--- config.mk ---
export PLATFORM = sky130hd
export DESIGN_NAME = seg7_scan_ctrl_flat
export DESIGN_NICKNAME = d
export VERILOG_FILES = /design/src/rtl/seg7_scan_ctrl_pkg.sv /design/src/rtl/seg7_scan_ctrl_if.sv /design/src/rtl/seg7_scan_ctrl_hex_to_seg7.sv /design/src/rtl/seg7_scan_ctrl.sv /design/src/flat_wrapper.sv
export SDC_FILE = /design/constraint.sdc
export NUM_CORES = 1
export LEC_CHECK = 0
export CAP_MARGIN = 20
export CELL_PAD_IN_SITES_DETAIL_PLACEMENT = 1
export CELL_PAD_IN_SITES_GLOBAL_PLACEMENT = 1
export CORE_MARGIN = 2
export CORE_UTILIZATION = 38
export CTS_CLUSTER_SIZE = 24
export DETAILED_ROUTE_END_ITERATION = 8
export PLACE_DENSITY = 0.85
export SLEW_MARGIN = 30
export SYNTH_ARGS = -nofsm -noshare
export SYNTH_HDL_FRONTEND = slang
export SYNTH_HIERARCHICAL = 1
export SYNTH_SLANG_ARGS = --single-unit
--- constraint.sdc ---
create_clock -name clk -period 3.4 [get_ports clk]
set_input_delay 0.68 -clock clk [delete_from_list [all_inputs] [get_ports clk]]
set_output_delay 0.68 -clock clk [all_outputs]
set_load 0.05 [all_outputs]
--- src/rtl/seg7_scan_ctrl_pkg.sv ---
// Shared definitions for the seven-segment scan controller.
// Contents: the nibble-to-segment table (g..a, active-high), the reg_sel
// encodings, the CTRL field positions and the CTRL reset value.
package seg7_pkg;

    // Index is the hex nibble; bit order {g,f,e,d,c,b,a}.
    localparam logic [6:0] SEG_TABLE [16] = '{
        7'h3F, 7'h06, 7'h5B, 7'h4F, 7'h66, 7'h6D, 7'h7D, 7'h07,
        7'h7F, 7'h6F, 7'h77, 7'h7C, 7'h39, 7'h5E, 7'h79, 7'h71
    };

    localparam logic REG_SEL_DATA = 1'b0;
    localparam logic REG_SEL_CTRL = 1'b1;

    localparam int CTRL_W      = 16;
    localparam int CTRL_EN_LSB = 0;
    localparam int CTRL_EN_MSB = 7;
    localparam int CTRL_DP_LSB = 8;
    localparam int CTRL_DP_MSB = 15;

    localparam logic [CTRL_W-1:0] CTRL_RST = 16'h00FF;

endpackage

--- src/rtl/seg7_scan_ctrl_if.sv ---
// Register bus between the address decoder (master) and the display
// controller (slave).
//   seg_ctrl   : one-cycle store strobe
//   reg_sel    : 0 = DATA, 1 = CTRL
//   write_data : store data
//   rdata      : combinational readback of the selected register
interface seg7_scan_ctrl_if;
    logic        seg_ctrl;
    logic        reg_sel;
    logic [31:0] write_data;
    logic [31:0] rdata;

    modport master (output seg_ctrl, output reg_sel, output write_data, input rdata);
    modport slave  (input seg_ctrl, input reg_sel, input write_data, output rdata);
endinterface

--- src/rtl/seg7_scan_ctrl_hex_to_seg7.sv ---
// Combinational hex nibble to seven-segment decoder.
//   nibble : 4-bit hex value
//   seg    : segments {g,f,e,d,c,b,a}, active-high
module hex_to_seg7
    import seg7_pkg::*;
(
    input  logic [3:0] nibble,
    output logic [6:0] seg
);
    assign seg = SEG_TABLE[nibble];
endmodule

--- src/rtl/seg7_scan_ctrl.sv ---
// Memory-mapped eight-digit seven-segment scan controller.
// Holds a 32-bit DATA register and a 16-bit CTRL register (enable mask in
// [7:0], decimal-point mask in [15:8]) and time-multiplexes the digits onto
// a shared segment bus, SCAN_DIV clock cycles per digit.
//   clk, rst  : system clock, synchronous active-high reset
//   bus       : register bus (slave side)
//   digit_en  : one-hot digit enable, digit 0 rightmost
//   seg_out   : segments {dp,g,f,e,d,c,b,a}, active-high
module seg7_scan_ctrl
    import seg7_pkg::*;
#(
    parameter int unsigned SCAN_DIV = 100000
)
(
    input  logic             clk,
    input  logic             rst,
    seg7_scan_ctrl_if.slave  bus,
    output logic [7:0]       digit_en,
    output logic [7:0]       seg_out
);
    localparam int unsigned     DIV_W    = (SCAN_DIV > 1) ? $clog2(SCAN_DIV) : 1;
    localparam logic [DIV_W-1:0] DIV_LAST = DIV_W'(SCAN_DIV - 1);

    logic [31:0]       data_reg;
    logic [CTRL_W-1:0] ctrl_reg;
    logic [DIV_W-1:0]  div_cnt;
    logic [2:0]        idx;

    logic [7:0] en_mask;
    logic [7:0] dp_mask;
    logic [3:0] cur_nibble;
    logic [6:0] cur_seg;
    logic       cur_en;

    // Upper half of a CTRL store is discarded.
    logic unused_wdata_hi;
    assign unused_wdata_hi = ^bus.write_data[31:CTRL_W];

    always_ff @(posedge clk) begin
        if (rst) begin
            data_reg <= '0;
            ctrl_reg <= CTRL_RST;
        end else if (bus.seg_ctrl) begin
            if (bus.reg_sel == REG_SEL_CTRL)
                ctrl_reg <= bus.write_data[CTRL_W-1:0];
            else
                data_reg <= bus.write_data;
        end
    end

    assign bus.rdata = (bus.reg_sel == REG_SEL_CTRL) ? {{(32-CTRL_W){1'b0}}, ctrl_reg}
                                                     : data_reg;

    always_ff @(posedge clk) begin
        if (rst) begin
            div_cnt <= '0;
            idx     <= '0;
        end else if (div_cnt == DIV_LAST) begin
            div_cnt <= '0;
            idx     <= idx + 3'd1;
        end else begin
            div_cnt <= div_cnt + 1'b1;
        end
    end

    assign en_mask    = ctrl_reg[CTRL_EN_MSB:CTRL_EN_LSB];
    assign dp_mask    = ctrl_reg[CTRL_DP_MSB:CTRL_DP_LSB];
    assign cur_nibble = data_reg[{idx, 2'b00} +: 4];
    assign cur_en     = en_mask[idx];

    hex_to_seg7 u_dec (
        .nibble (cur_nibble),
        .seg    (cur_seg)
    );

    // Output register samples the live registers every cycle, so a store
    // landing on the slot boundary is shown from the new slot's first cycle.
    always_ff @(posedge clk) begin
        if (rst) begin
            digit_en <= '0;
            seg_out  <= '0;
        end else if (cur_en) begin
            digit_en <= 8'b1 << idx;
            seg_out  <= {dp_mask[idx], cur_seg};
        end else begin
            digit_en <= '0;
            seg_out  <= '0;
        end
    end

endmodule

--- src/flat_wrapper.sv ---
// flat-port wrapper written by rule: the top's interface ports become plain ports
module seg7_scan_ctrl_flat import seg7_pkg::*;
#(
    parameter int unsigned SCAN_DIV = 100000
)
  (clk, rst, digit_en, seg_out, bus_seg_ctrl, bus_reg_sel, bus_write_data, bus_rdata);
  seg7_scan_ctrl_if bus_i ();
  input  logic clk;
  input  logic rst;
  output logic [7:0] digit_en;
  output logic [7:0] seg_out;
  input wire logic [$bits(bus_i.seg_ctrl)-1:0] bus_seg_ctrl;
  input wire logic [$bits(bus_i.reg_sel)-1:0] bus_reg_sel;
  input wire logic [$bits(bus_i.write_data)-1:0] bus_write_data;
  output wire logic [$bits(bus_i.rdata)-1:0] bus_rdata;
  assign bus_i.seg_ctrl = bus_seg_ctrl;
  assign bus_i.reg_sel = bus_reg_sel;
  assign bus_i.write_data = bus_write_data;
  assign bus_rdata = bus_i.rdata;
  seg7_scan_ctrl #(.SCAN_DIV(SCAN_DIV)) u_core (.clk(clk), .rst(rst), .bus(bus_i), .digit_en(digit_en), .seg_out(seg_out));
endmodule
Word-level counts from Yosys, hierarchy flattened
Memories as Yosys holds them, arrays and structs flattened. A register that Yosys moved wholly into a read port is not among the register bits.
Cells that the tools add are included.
- flip-flop bits (word level): 84
- output and inout bits: 48
- logic and storage cells: 28
- input port bits: 36
- latch bits: 0
- memories: 1
- bits in read-only memories: 112
- RAM bits: 0
- memory list (name ; words ; bits a word ; read ports ; clocked after Yosys merged registers in ; write ports ; RTL line ; RTL):
    (no name shown) ; 16 ; 7 ; 1 ; 1 ; 0 ; seg7_scan_ctrl_hex_to_seg7.sv:10 ; assign seg = SEG_TABLE[nibble];
- shifts and indexed selects: 2
- muxes and demuxes: 7
- bitwise gates (word level): 3
- eq/ne operators: 1
- reductions and logical operators: 4
- add/sub/neg operators: 2
- $mul: 0
- order comparisons: 2
- divide/modulo/power cells: 0
- operator list (cell ; count):
    $mux 32 ; 1
    $shiftx 32x6->4 ; 1
    $add 17x1->17 const B ; 1
    $eq 17x17->1 const B ; 1
    $mux 7 ; 2
    $shl 1x3->8 const A ; 1
    $bmux 1 s3 ; 2
    $ge 5x5->1 const B ; 1
    $not 4->5 ; 1
    $lt 3x4->1 const B ; 1
    $reduce_and 2->1 ; 2
    $reduce_or 2->1 ; 2
    $add 3x1->3 const B ; 1
    $mux 1 ; 2
    $not 1->1 ; 2

Depth between registers and ports, before layout
- word-level depth: 5
- depth in mapped cells: 8
- depth with buffers taken out: 7

Cells and area by module
The synthesis kept the hierarchy.
- modules (own cells, without submodules) (module ; cells each ; seq. area each (um^2) ; instances ; area an instance (um^2)):
    seg7_scan_ctrl ; 417 ; 1681.6 ; 1 ; 3752.3
    hex_to_seg7 ; 33 ; 0.0 ; 1 ; 294.0

Worst setup path before layout
OpenSTA, ideal clock, no wires.
- path type: register -> register
- start: reg u_core.idx[0]
- end: reg u_core.seg_out[3]
- cell stages (with the launch flop): 9
- data required time: 3285 ps
- clock period less this slack: 2868 ps
- arrival time: 2754 ps
- setup time: 115 ps
- path slack: 532 ps
- cell sequence: dfxtp_1 buf_1 mux4_2 mux2_2 inv_1 ha_1 inv_1 mux4_1 and2_1
- elaborated cells on any way between the ends: 6
- classes of those cells: shift (1); mux (2); bitwise (2); reduce/logical (1)
- RTL lines (item ; RTL line ; RTL):
    start: declaration ; seg7_scan_ctrl.sv:27 ; logic [2:0] idx;
    start signal: assignment ; seg7_scan_ctrl.sv:60 ; idx <= idx + 3'd1;
    $shiftx 32x6->4 ; seg7_scan_ctrl.sv:68 ; assign cur_nibble = data_reg[{idx, 2'b00} +: 4];
    net u_core.cur_nibble[1] ; seg7_scan_ctrl.sv:31 ; logic [3:0] cur_nibble;
    $not 4->5 (not written as such) ; seg7_scan_ctrl_hex_to_seg7.sv:10 ;
    end: declaration ; seg7_scan_ctrl.sv:19 ; output logic [7:0] seg_out
The timed path passes the listed nets, and every way through them passes these cells. The select of a mux whose other input is x is not followed.
A chain may end at the register's enable or synchronous reset.

Worst setup path in the final report
- start: in bus_reg_sel
- end: out bus_rdata[12]
- word-level cells in the longest chain between the ends: 1
- RTL lines (item ; RTL line ; RTL):
    start: declaration ; flat_wrapper.sv:13 ; input wire logic [$bits(bus_i.reg_sel)-1:0] bus_reg_sel;
    $mux 32 ; seg7_scan_ctrl.sv:51 ; assign bus.rdata = (bus.reg_sel == REG_SEL_CTRL) ? {{(32-CTRL_W){1'b0}}, ctrl_reg}
    end: declaration ; flat_wrapper.sv:15 ; output wire logic [$bits(bus_i.rdata)-1:0] bus_rdata;
Every way passes these cells.

==> flow_summary.toml <==
[layout]
largest_reg_flops = 32
nets = 570
fill_cells = 1146
area_growth_pct = 34.7
multi_input_area_um2 = 2160
final_layout_size_suffix_gt1_share_pct = 19.0
ff_latch_area_um2 = 1680

[synthesis]
synth-edff-count = 0
ys_async_sr_fraction_pct = 0
synth_cell_types = 43
synthFlopType = "dfxtp_1"
yosysWarnings = 6
postSynthAreaPerCell_um2 = 8.99
netlist_instances = 450
synthTopCellsByCount = "nand2_1 (103), dfxtp_1 (84), a21oi_1 (44), mux2_2 (24), nor2_1 (22)"
synth_seq_cells = 84
synth.largest_area_cell = "dfxtp_1"
synth_area_leaders = "dfxtp_1 (42%), nand2_1 (9.6%), mux2_2 (6.7%)"
synth_area_um2 = 4050
yosys.area.top_type_share_pct = 41.6
synth_nets = 498
ys_seq_area_share_pct = 41.6
synth_most_common_cell = "nand2_1"

[setup_path]
r2r-start = "u_core/idx[0]"
r2r_setup_slack_ns = 0.71
cp-end-kind = "output port"
max_stage_delay_ns = 0.46
crit_chain = "clkdlybuf4s50_1 -> buf_4 -> mux2_2 -> buf_12"
cpLargestDelayFamily = "buffers and inverters"
worst_ep_required_time_ns = 2.72
path_depth = 4
worstSetupStartpointType = "input port"
arrival_ns = 2.09
crit_slowest_cell = "clkdlybuf4s50_1"
critPathCapture = "bus_rdata[12]"
worst-path-max-fanout = 28
r2r_cells = 7
path_class = "input port to output port"
r2r-end = "u_core/seg_out[3]"
critPathBufInv = 3
startpoint = "bus_reg_sel"

[clock_network]
cts_root_buf = "clkbuf_8"
insertion_delay_ns = 0.36
cts_sinks = 84
holdBufCountCts = 0
ctsResizeCount = 0
cts_inserted_buffers = 9
cts_tree = "done"
h-tree-depth = 3
clockBufferDepth = 2
cts_setup_buffers = 0
path_clk_slew_ns = 0.09

[place]
hpwlAfterDp_um = 8510
place.gp.congestion = 0.799
dp_worst_setup_slack_ns = 0.590
io_buffers = 83

[die]
ioPinCount = 84
dieArea_um2 = 11500
die_w_um = 107
core.rowCount = 37
start_util_pct = 39.2
coreArea_um2 = 10300
die-height_um = 107

[global_route]
antenna_found_initial = 1
track_usage_pct = 20.9
grt_pass1_wl_um = 18700
grt-ovfl-total = 0
grt_max_degree = 32
grt_pass1_vias = 3728

[sta]
rsz0062_at_grt = "false"
final_max_slew_viol_count = 0
worst_clock_skew_ns = 0.0121
timing.fmax_mhz = 361
fin_crit_ns = 2.77
min_period_over_period_pct = 81.5
max-slew-margin-rel_pct = 54.0
tightestPinTransition_ns = 0.689
fin_setup_tns_ns = 0
finalHoldViolCount = 0
finalSetupViolCount = 0
worst_slack_ns = 0.630

[route]
wl_um = 11500
vias_per_cell = 5.21
remaining_drc_errors = 0
wire_per_inst_um = 17.3
drt_pass1_iterations = 4
ant_nets = 0
drtIter0Drc = 114
vias = 3458

[job]
drv_cap = 0

[power]
vdd_drop_max_v = 0.000191
p_per_area_nw_per_um2 = 391
p_leak_nw = 1.97

[outcome]
status = "finished, final reports clean"

[hold_path]
hold_path.class = "register to register"
worst min path at each step:
stage	end	slack, ns	from	cells past startpoint
2_1_floorplan	u_core/div_cnt[0]	0.42	u_core/div_cnt[0]	1
3_3_place_gp	u_core/div_cnt[0]	0.43	u_core/div_cnt[0]	1
3_5_place_dp	u_core/div_cnt[0]	0.46	u_core/div_cnt[0]	1
4_1_cts	u_core/data_reg[25]	0.48	u_core/data_reg[25]	2
5_1_grt	u_core/data_reg[16]	0.50	u_core/data_reg[16]	2
6_report	u_core/div_cnt[0]	0.47	u_core/div_cnt[0]	1
through the flow:
stage / area (um^2) / utilization, % / cells / hold slack (ns) / power, mW
floorplan: 4050 / - / 450 / 0.418 / 1.30
global placement: 5270 / 51.0 / 647 / 0.426 / 1.48
detailed placement: 5270 / 51.0 / 647 / 0.455 / 1.50
CTS: 5450 / 52.8 / 663 / 0.476 / 2.15
global route: 5450 / 52.8 / 664 / 0.505 / 2.22
finish: 5450 / 52.8 / 664 / 0.474 / 2.13
layout make-up:
| class | count | share of cell area [%] |
|---|---|---|
| clock inverters | 7 | 1.06 |
| flip-flops and latches | 84 | 30.9 |
| diodes | 1 | 0.0459 |
| well taps | 136 | 3.12 |
| multi-input cells | 323 | 39.6 |
| repair buffers | 91 | 22.1 |
| clock buffers | 9 | 2.27 |
| inverters | 13 | 0.895 |
cells by family (layout without fill, tap and decap cells):
logic type / Yosys count / in the layout / synth area share (%)
AO/OA/AOI/OAI: 54 / 54 / 7.20
buffers and inverters: 43 / 120 / 5.13
AND/OR/NAND/NOR: 201 / 201 / 24.0
multiplexers: 43 / 43 / 15.6
XOR/XNOR: 13 / 13 / 2.81
adder cells (fa/ha/maj): 12 / 12 / 3.71
flip-flops: 84 / 84 / 41.6
other: 0 / 1 / 0
metal layers:
metal	vias up	part of all wire, %	track usage [%]
met2	81	52	36.0
li1	1667	-	-
met5	-	0	0
met4	0	2.4	9.00
met3	21	3.9	4.13
met1	1689	42	25.4
cells in the final DEF (no fill, tap or decap), types with 5 or more instances in the layout:
cell               n
dfxtp_1           84
nand3b_1           9
xnor2_1           11
and2_1            12
nor2b_1           19
clkdlybuf4s50_1   50
mux4_2            12
ha_1              12
mux2i_1            5
nor2_1            22
mux2_2            24
nand3_1            5
nand2_1          103
buf_4              8
inv_1             13
a21oi_1           44
nor4_1             7
buf_12            32
clkbuf_8           9
power breakdown:
part | switching, mW | leakage (nW) | internal [mW] | total, mW
Clock | 0.382 | 0.0833 | 0.275 | 0.658
Combinational | 0.227 | 1.20 | 0.191 | 0.419
Sequential | 0.0315 | 0.687 | 1.02 | 1.06
Power figures use the tool's default switching activity.
